### src/rtl/apb_pkg.sv
// Shared definitions for the two-requester APB master.
//   apb_state_e : transfer FSM states (IDLE, SETUP, ACCESS)
//   NREQ        : number of requesters sharing the APB master
package apb_pkg;

    localparam int unsigned NREQ = 2;

    typedef enum logic [1:0] {
        IDLE   = 2'd0,
        SETUP  = 2'd1,
        ACCESS = 2'd2
    } apb_state_e;

endpackage

### src/rtl/rr_arb2.sv
// Two-way round-robin arbiter.
//   clk, rst : clock and asynchronous active-high reset
//   req      : request bits, one per requester
//   advance  : the current grant is being taken; remember who won
//   grant    : one-hot grant (combinational), all-zero when no request
module rr_arb2
    import apb_pkg::*;
(
    input  logic            clk,
    input  logic            rst,
    input  logic [NREQ-1:0] req,
    input  logic            advance,
    output logic [NREQ-1:0] grant
);

    // Index of the requester granted most recently. Reset to 1 so that
    // requester 0 wins the first contention.
    logic last_q;

    always_comb begin
        grant = req;
        if (req == 2'b11) begin
            grant = last_q ? 2'b01 : 2'b10;
        end
    end

    always_ff @(posedge clk or posedge rst) begin
        if (rst) begin
            last_q <= 1'b1;
        end else if (advance && (grant != 2'b00)) begin
            last_q <= grant[1];
        end
    end

endmodule

### src/rtl/apb_master_arb.sv
// APB master shared by two requesters through a round-robin arbiter.
//   PCLK, PRESET           : clock, asynchronous active-high reset
//   req_valid/write/addr/wdata : per-requester commands (packed, slice n = requester n)
//   req_done               : one-cycle completion pulse to the granted requester
//   req_rdata, req_err     : read data / error, valid while req_done is non-zero
//   PSEL..PWDATA           : registered APB master outputs
//   PRDATA, PREADY, PSLVERR: APB slave response
module apb_master_arb
    import apb_pkg::*;
#(
    parameter int unsigned ADDR_WIDTH  = 5,
    parameter int unsigned DATA_WIDTH  = 32,
    parameter int unsigned TIMEOUT_CYC = 16
) (
    input  logic                       PCLK,
    input  logic                       PRESET,
    input  logic [NREQ-1:0]            req_valid,
    input  logic [NREQ-1:0]            req_write,
    input  logic [NREQ*ADDR_WIDTH-1:0] req_addr,
    input  logic [NREQ*DATA_WIDTH-1:0] req_wdata,
    output logic [NREQ-1:0]            req_done,
    output logic [DATA_WIDTH-1:0]      req_rdata,
    output logic                       req_err,
    output logic                       PSEL,
    output logic                       PENABLE,
    output logic                       PWRITE,
    output logic [ADDR_WIDTH-1:0]      PADDR,
    output logic [DATA_WIDTH-1:0]      PWDATA,
    input  logic [DATA_WIDTH-1:0]      PRDATA,
    input  logic                       PREADY,
    input  logic                       PSLVERR
);

    // One spare bit is kept when the timeout is disabled so the counter never
    // collapses to zero width.
    localparam int unsigned CNT_W = (TIMEOUT_CYC > 0) ? $clog2(TIMEOUT_CYC + 1) : 1;
    localparam logic [CNT_W-1:0] CNT_LAST = CNT_W'(TIMEOUT_CYC - 1);

    apb_state_e       state_q, state_d;
    logic [CNT_W-1:0] cnt_q, cnt_d;
    logic [NREQ-1:0]  gnt_q;
    logic [NREQ-1:0]  arb_req, arb_grant;
    logic             advance;
    logic             gidx;
    logic             timeout;
    logic             finish;

    // A requester whose done pulse is showing cannot be re-granted this cycle.
    assign arb_req = req_valid & ~req_done;
    assign gidx    = arb_grant[1];

    rr_arb2 u_arb (
        .clk     (PCLK),
        .rst     (PRESET),
        .req     (arb_req),
        .advance (advance),
        .grant   (arb_grant)
    );

    assign timeout = (TIMEOUT_CYC != 0) && (cnt_q == CNT_LAST) && !PREADY;
    assign finish  = (state_q == ACCESS) && (PREADY || timeout);

    always_comb begin
        state_d = state_q;
        cnt_d   = cnt_q;
        advance = 1'b0;
        case (state_q)
            IDLE: begin
                if (arb_req != 2'b00) begin
                    state_d = SETUP;
                    advance = 1'b1;
                    cnt_d   = '0;
                end
            end
            SETUP: begin
                state_d = ACCESS;
            end
            ACCESS: begin
                if (finish) begin
                    state_d = IDLE;
                end else if (TIMEOUT_CYC != 0) begin
                    cnt_d = cnt_q + CNT_W'(1);
                end
            end
            default: begin
                state_d = IDLE;
            end
        endcase
    end

    always_ff @(posedge PCLK or posedge PRESET) begin
        if (PRESET) begin
            state_q <= IDLE;
            cnt_q   <= '0;
            gnt_q   <= '0;
            PSEL    <= 1'b0;
            PENABLE <= 1'b0;
            PWRITE  <= 1'b0;
            PADDR   <= '0;
            PWDATA  <= '0;
        end else begin
            state_q <= state_d;
            cnt_q   <= cnt_d;
            PSEL    <= (state_d != IDLE);
            PENABLE <= (state_d == ACCESS);
            // Command is captured once at grant and held for the whole transfer.
            if (advance) begin
                gnt_q  <= arb_grant;
                PWRITE <= req_write[gidx];
                PADDR  <= gidx ? req_addr[2*ADDR_WIDTH-1:ADDR_WIDTH]
                               : req_addr[ADDR_WIDTH-1:0];
                PWDATA <= gidx ? req_wdata[2*DATA_WIDTH-1:DATA_WIDTH]
                               : req_wdata[DATA_WIDTH-1:0];
            end
        end
    end

    // Completion is reported in the ACCESS cycle that ends the transfer; a
    // timeout always reports an error with zero data.
    always_comb begin
        req_done  = finish ? gnt_q : '0;
        req_err   = finish && (!PREADY || PSLVERR);
        req_rdata = '0;
        if ((state_q == ACCESS) && PREADY && !PWRITE) begin
            req_rdata = PRDATA;
        end
    end

endmodule

### config.mk
export PLATFORM = sky130hd
export DESIGN_NAME = apb_master_arb
export DESIGN_NICKNAME = d
export VERILOG_FILES = /design/src/rtl/apb_pkg.sv /design/src/rtl/rr_arb2.sv /design/src/rtl/apb_master_arb.sv
export SDC_FILE = /design/constraint.sdc
export NUM_CORES = 1
export LEC_CHECK = 0
export BUFFER_PORTS_ARGS = -buffer_cell sky130_fd_sc_hd__buf_2
export CORE_ASPECT_RATIO = 1.1
export CORE_MARGIN = 2
export CORE_UTILIZATION = 40
export CTS_CLUSTER_SIZE = 20
export DETAILED_ROUTE_END_ITERATION = 12
export GPL_ROUTABILITY_DRIVEN = 0
export PLACE_DENSITY = 0.81
export SYNTH_ARGS = -nofsm -noshare
export SYNTH_HDL_FRONTEND = slang
export SYNTH_SLANG_ARGS = --single-unit
export TNS_END_PERCENT = 100
### constraint.sdc
create_clock -name PCLK -period 2.5 [get_ports PCLK]
set_clock_uncertainty 0.1 [all_clocks]
set_input_delay 0.375 -clock PCLK [delete_from_list [all_inputs] [get_ports PCLK]]
set_output_delay 0.375 -clock PCLK [all_outputs]
set_load 0.005 [all_outputs]
==> results of run 1 <==
## worst max-delay path, cell delays in order (launching register included)
cell and delay [ps]:
dfrtp_1 480, or2b_1 290, nor3b_2 180, buf_4 250, and2_1 170, buf_2 110
## layer usage
layer | global-route usage | up-vias | wire [microns]
met5 | 0 | - | 20
met4 | 0.0606 | 2 | 67
met3 | 0.0600 | 7 | 643
met2 | 0.420 | 131 | 3860
met1 | 0.235 | 1152 | 2640
li1 | - | 1206 | -
## worst paths after layout
check / endpoint / slack [ps] / start
min in group PCLK: PADDR[0] / 190 / req_addr[0]
worst min register to register: cnt_q[4] / 390 / cnt_q[4]
max in group asynchronous: PWDATA[13] / 1590 / PRESET
worst max register to register: cnt_q[3] / 250 / cnt_q[0]
worst min-delay path: state_q[0] / 0.4 / PRESET
worst max-delay path: req_rdata[2] / 240 / state_q[1]
## Yosys cell counts
library cell | number | area (sq um)
a211o_2 | 1 | 10.0
a21o_2 | 1 | 8.76
a21oi_1 | 2 | 10.0
a221o_1 | 39 | 390
a2bb2o_1 | 1 | 10.0
and2_1 | 34 | 213
and3_1 | 40 | 250
and3_2 | 1 | 7.51
buf_2 | 2 | 10.0
buf_6 | 1 | 11.3
clkbuf_1 | 17 | 63.8
dfrtp_1 | 49 | 1230
dfstp_2 | 1 | 26.3
ha_1 | 2 | 25.0
inv_1 | 5 | 18.8
mux2i_1 | 1 | 10.0
nand2_1 | 1 | 3.75
nand2b_1 | 2 | 12.5
nand3_1 | 1 | 5.00
nor2_1 | 8 | 30.0
nor3_1 | 1 | 5.00
nor3b_1 | 3 | 22.5
nor3b_2 | 1 | 12.5
o21a_4 | 1 | 15.0
o21ai_0 | 2 | 10.0
o21ai_1 | 1 | 5.00
o22a_1 | 1 | 8.76
o2bb2ai_1 | 1 | 8.76
or2_2 | 1 | 6.26
or2b_1 | 1 | 7.51
or4b_1 | 1 | 10.0
## cells by family after synthesis
family | after synthesis | synth area share
flip-flops | 50 | 0.510
multiplexers | 1 | 0.00408
AO/OA/AOI/OAI | 50 | 0.194
adder cells (fa/ha/maj) | 2 | 0.0102
buffers and inverters | 25 | 0.0423
AND/OR/NAND/NOR | 95 | 0.239
## registers in the layout, summed over array words and instances, names as in the netlist
register / count
PADDR: 5
u_arb.last_q: 1
state_q: 2
gnt_q: 2
PWDATA: 32
PWRITE: 1
PENABLE: 1
cnt_q: 5
PSEL: 1
## where the power goes
| group | internal, mW | total [mW] | switching, mW | leakage [nW] |
|---|---|---|---|---|
| logic | 0.852 | 1.58 | 0.727 | 1.45 |
| registers | 1.19 | 1.42 | 0.236 | 0.621 |
| clock network | 0.223 | 0.481 | 0.258 | 0.0472 |
## layout make-up
class	instances	area [sq um]	area share
repair buffers	199	1020	0.285
clock inverters	2	12.5	0.00348
multi-input cells	148	1110	0.308
inverters	5	18.8	0.00522
clock buffers	6	82.6	0.0230
well taps	77	96.3	0.0268
flip-flops and latches	50	1250	0.349
==> flow_summary.ini, run 1 <==
[run_status]
outcome = finished, final reports clean

[grt]
grt_max_degree = 33
antenna_found_initial = 1
track_usage = 0.219
grt-ovfl-total = 0
grt_pass1_vias = 2556
grt_pass1_wl_mm = 11.6

[sta]
setup_violations = 0
relSlewSlack = 0.649
min_period_over_period = 0.903
hold_viol = 0
fmaxAchievable_mhz = 443
rsz0062_at_grt = false
period_needed_ps = 2260
slew_violations = 0
setup_slack_ps = 242
setup_tns_ps = 0
hold_slack_ps = 0.427
tightest_slew_ps = 526

[placement]
hpwl_mm = 5.68
postPlaceCellArea_sq_um = 3500
io_buffer_count = 188
dp_cells = 479
pre_cts_ws_ps = 258

[detailed_routing]
vias = 2498
drtIter0Drc = 149
drtPass1Iterations = 4
wl_per_cell_microns = 14.8
route.detailed.drc = 0
drtAntennaViolNets = 0
wirelength_mm = 7.23
viasPerCell = 5.13

[synthesis]
avgSynthCellArea_sq_um = 11.0
syn_area_sq_um = 2450
ys_seq_elements = 50
yosys.cell_types.count = 31
syn_inst = 223
synthesis.nets = 339
synth-seq-area-share = 0.510
yosys_warnings = 0

[clock_network]
insertion_delay_ps = 300
cts_tree = done
cts.sinks = 50
path_clk_slew_ps = 90
cts_buffer_depth = 2
ctsResizeCount = 0
h-tree-depth = 2
cts_buffers = 5
post_cts_buffers = 0
hold_buffers = 0
cts_root_buf = clkbuf_8

[final_layout]
area_delta_synth_final_pct = 46.4
fin_cells = 487
final_cell_mix = 188 x buf_2, 49 x dfrtp_1, 40 x and3_1
fin_area_sq_um = 3590
n_fill_cell = 514
drive_gt1_frac = 0.529
n_antenna_cell = 0
nets = 525
utilization = 0.615
final_common_cell = buf_2

[power_and_ir_drop]
totalPowerFinal_mw = 3.48
power.leakage_nw = 2.12
ir_worst_vdd_mv = 0.481
pwr_density_cell_nw_per_um2 = 970

[run]
drv_cap = 0

[critical_path]
worstPathRequired_ps = 2030
path_class = reg -> out
worstRegToRegCells = 6
cp_max_fo = 32
worstPathArrival_ps = 1780
endpoint_kind = primary output
cp-start-kind = flip-flop

[floorplanning]
io_pins = 189
dieHeight_microns = 86.1
die_x_microns = 78.7
dieArea_sq_um = 6780
rows = 29
core_sq_um = 5840
start_util = 0.420

[worst_hold_path]
hold_class = in -> async
No activity file was read; power rests on OpenSTA's default activity.
==> run 2: changes to the inputs <==
Settings changed: CORE_ASPECT_RATIO 1.1 to 0.75.
==> run 2 against run 1 <==
- sequential share of layout area is 0.085 points lower
- combinational power hardly changed
- clock-buffer cell count stayed put
- critical path type is now reg -> reg
==> flow_summary.ini, run 2 (synthesized netlist as in run 1, its figures left out) <==
[final_layout]
largest_register_ffs = 32
top_register = PWDATA
reg_top3 = PWDATA (32), PADDR (5), cnt_q (5)
seqCellArea_sq_um = 1250
drive_gt1_frac = 0.525
final_cell_mix = 188 x buf_2, 49 x dfrtp_1, 40 x and3_1
n_fill_cell = 526
multi_input_area_sq_um = 1110
final_common_cell = buf_2
area_delta_synth_final_pct = 46.8
nets = 521
n_antenna_cell = 0

[floorplanning]
die_x_microns = 94.4
start_util = 0.419
dieArea_sq_um = 6780
dieHeight_microns = 71.8
core_sq_um = 5860
io_pins = 189
rows = 24

[grt]
grt_max_degree = 51
track_usage = 0.216
antenna_found_initial = 0
grt-ovfl-total = 0
grt_pass1_vias = 2354
grt_pass1_wl_mm = 11.4

[detailed_routing]
wl_per_cell_microns = 15.9
drtIter0Drc = 88
wirelength_mm = 7.71
vias = 2500
viasPerCell = 5.17
drtAntennaViolNets = 0
route.detailed.drc = 0
drtPass1Iterations = 4

[critical_path]
path_delay_family = simple AND/OR/NAND/NOR gates
cp_max_fo = 5
endpoint_kind = flip-flop
cp-start-kind = flip-flop
crit_top_cell = ha_1
worstPathArrival_ps = 2330
max_stage_delay_ps = 530
crit_chain = ha_1 -> and3_1 -> ha_1 -> or4b_1 -> o21a_4 -> a221o_1
crit_slowest_cell = or4b_1
worstPathRequired_ps = 2580
path_class = reg -> reg
worst-path-buf-inv = 0

[sta]
fmaxAchievable_mhz = 444
period_needed_ps = 2250
slew_violations = 0
hold_viol = 0
setup_tns_ps = 0
relSlewSlack = 0.658
rsz0062_at_grt = false
tightest_slew_ps = 512
min_period_over_period = 0.901
setup_slack_ps = 247
setup_violations = 0

[clock_network]
cts_buffers = 5
cts_buffer_depth = 2
ctsResizeCount = 0
path_clk_slew_ps = 90
hold_buffers = 0
cts_tree = done
h-tree-depth = 2
cts.sinks = 50
cts_root_buf = clkbuf_8
post_cts_buffers = 0
insertion_delay_ps = 290

[run_status]
outcome = finished, final reports clean

[power_and_ir_drop]
ir_worst_vdd_mv = 0.403
p_clk_frac = 0.138
seqPwrFrac = 0.405
internal-power_mw = 2.26
pwr_density_cell_nw_per_um2 = 970
p_sw_mw = 1.23
combPwrFrac = 0.457
power.leakage_nw = 2.11
netSwitchingFraction = 0.352

[placement]
hpwl_mm = 5.89
io_buffer_count = 188
pre_cts_ws_ps = 259

[worst_hold_path]
hold_class = in -> async

[run]
drv_cap = 0
run 2: cell type report:
cell class              count  share of cell area
repair buffers            195               0.286
clock buffers               6              0.0229
clock inverters             2             0.00347
flip-flops and latches     50               0.348
inverters                   5             0.00521
multi-input cells         148               0.307
well taps                  78              0.0271
run 2: metrics by stage:
| stage | util | power [mW] | instance area [sq um] | hold WS (ps) | cells |
|---|---|---|---|---|---|
| 2_1_floorplan | - | 2.31 | 2450 | 356 | 223 |
| 3_3_place_gp | 0.599 | 3.00 | 3510 | 333 | 476 |
| 3_5_place_dp | 0.599 | 3.05 | 3510 | 337 | 476 |
| 4_1_cts | 0.615 | 3.53 | 3600 | 10.8 | 484 |
| 5_1_grt | 0.615 | 3.74 | 3600 | 26.3 | 484 |
| 6_report | 0.615 | 3.49 | 3600 | 9.11 | 484 |
run 2: power by group through the flow:
| stage | Clock, mW | Combinational [mW] | Sequential (mW) |
|---|---|---|---|
| 3_5_place_dp | 0 | 1.63 | 1.42 |
| 5_1_grt | 0.528 | 1.75 | 1.46 |
| 3_3_place_gp | 0 | 1.58 | 1.42 |
| 2_1_floorplan | 0 | 0.893 | 1.42 |
| 6_report | 0.482 | 1.60 | 1.41 |
| 4_1_cts | 0.496 | 1.62 | 1.42 |
run 2: worst reg2reg max path: cells and delay by family, from the launching register on:
family / cells / cell delay (ps)
AO/OA/AOI/OAI: 2 / 500
adder cells (fa/ha/maj): 2 / 440
flip-flops: 1 / 420
AND/OR/NAND/NOR: 2 / 680
run 2: path summary, 6_finish.rpt:
check,slack (ps),depth (start not counted),to,from
setup / recovery,250,6,cnt_q[3],cnt_q[0]
hold / removal,9,3,PWDATA[30],PRESET
setup reg to reg,250,6,cnt_q[3],cnt_q[0]
hold reg to reg,400,2,gnt_q[1],gnt_q[1]
max in group asynchronous,2010,3,u_arb.last_q,PRESET
min in group PCLK,200,2,PADDR[3],req_addr[3]
run 2: routing by layer:
layer,wire [microns],share of wire,track usage,vias up
met3,750,0.097,0.0610,6
li1,-,-,-,1199
met4,86,0.011,0.0499,0
met2,3820,0.50,0.383,120
met5,0,0,0,-
met1,3050,0.40,0.262,1175
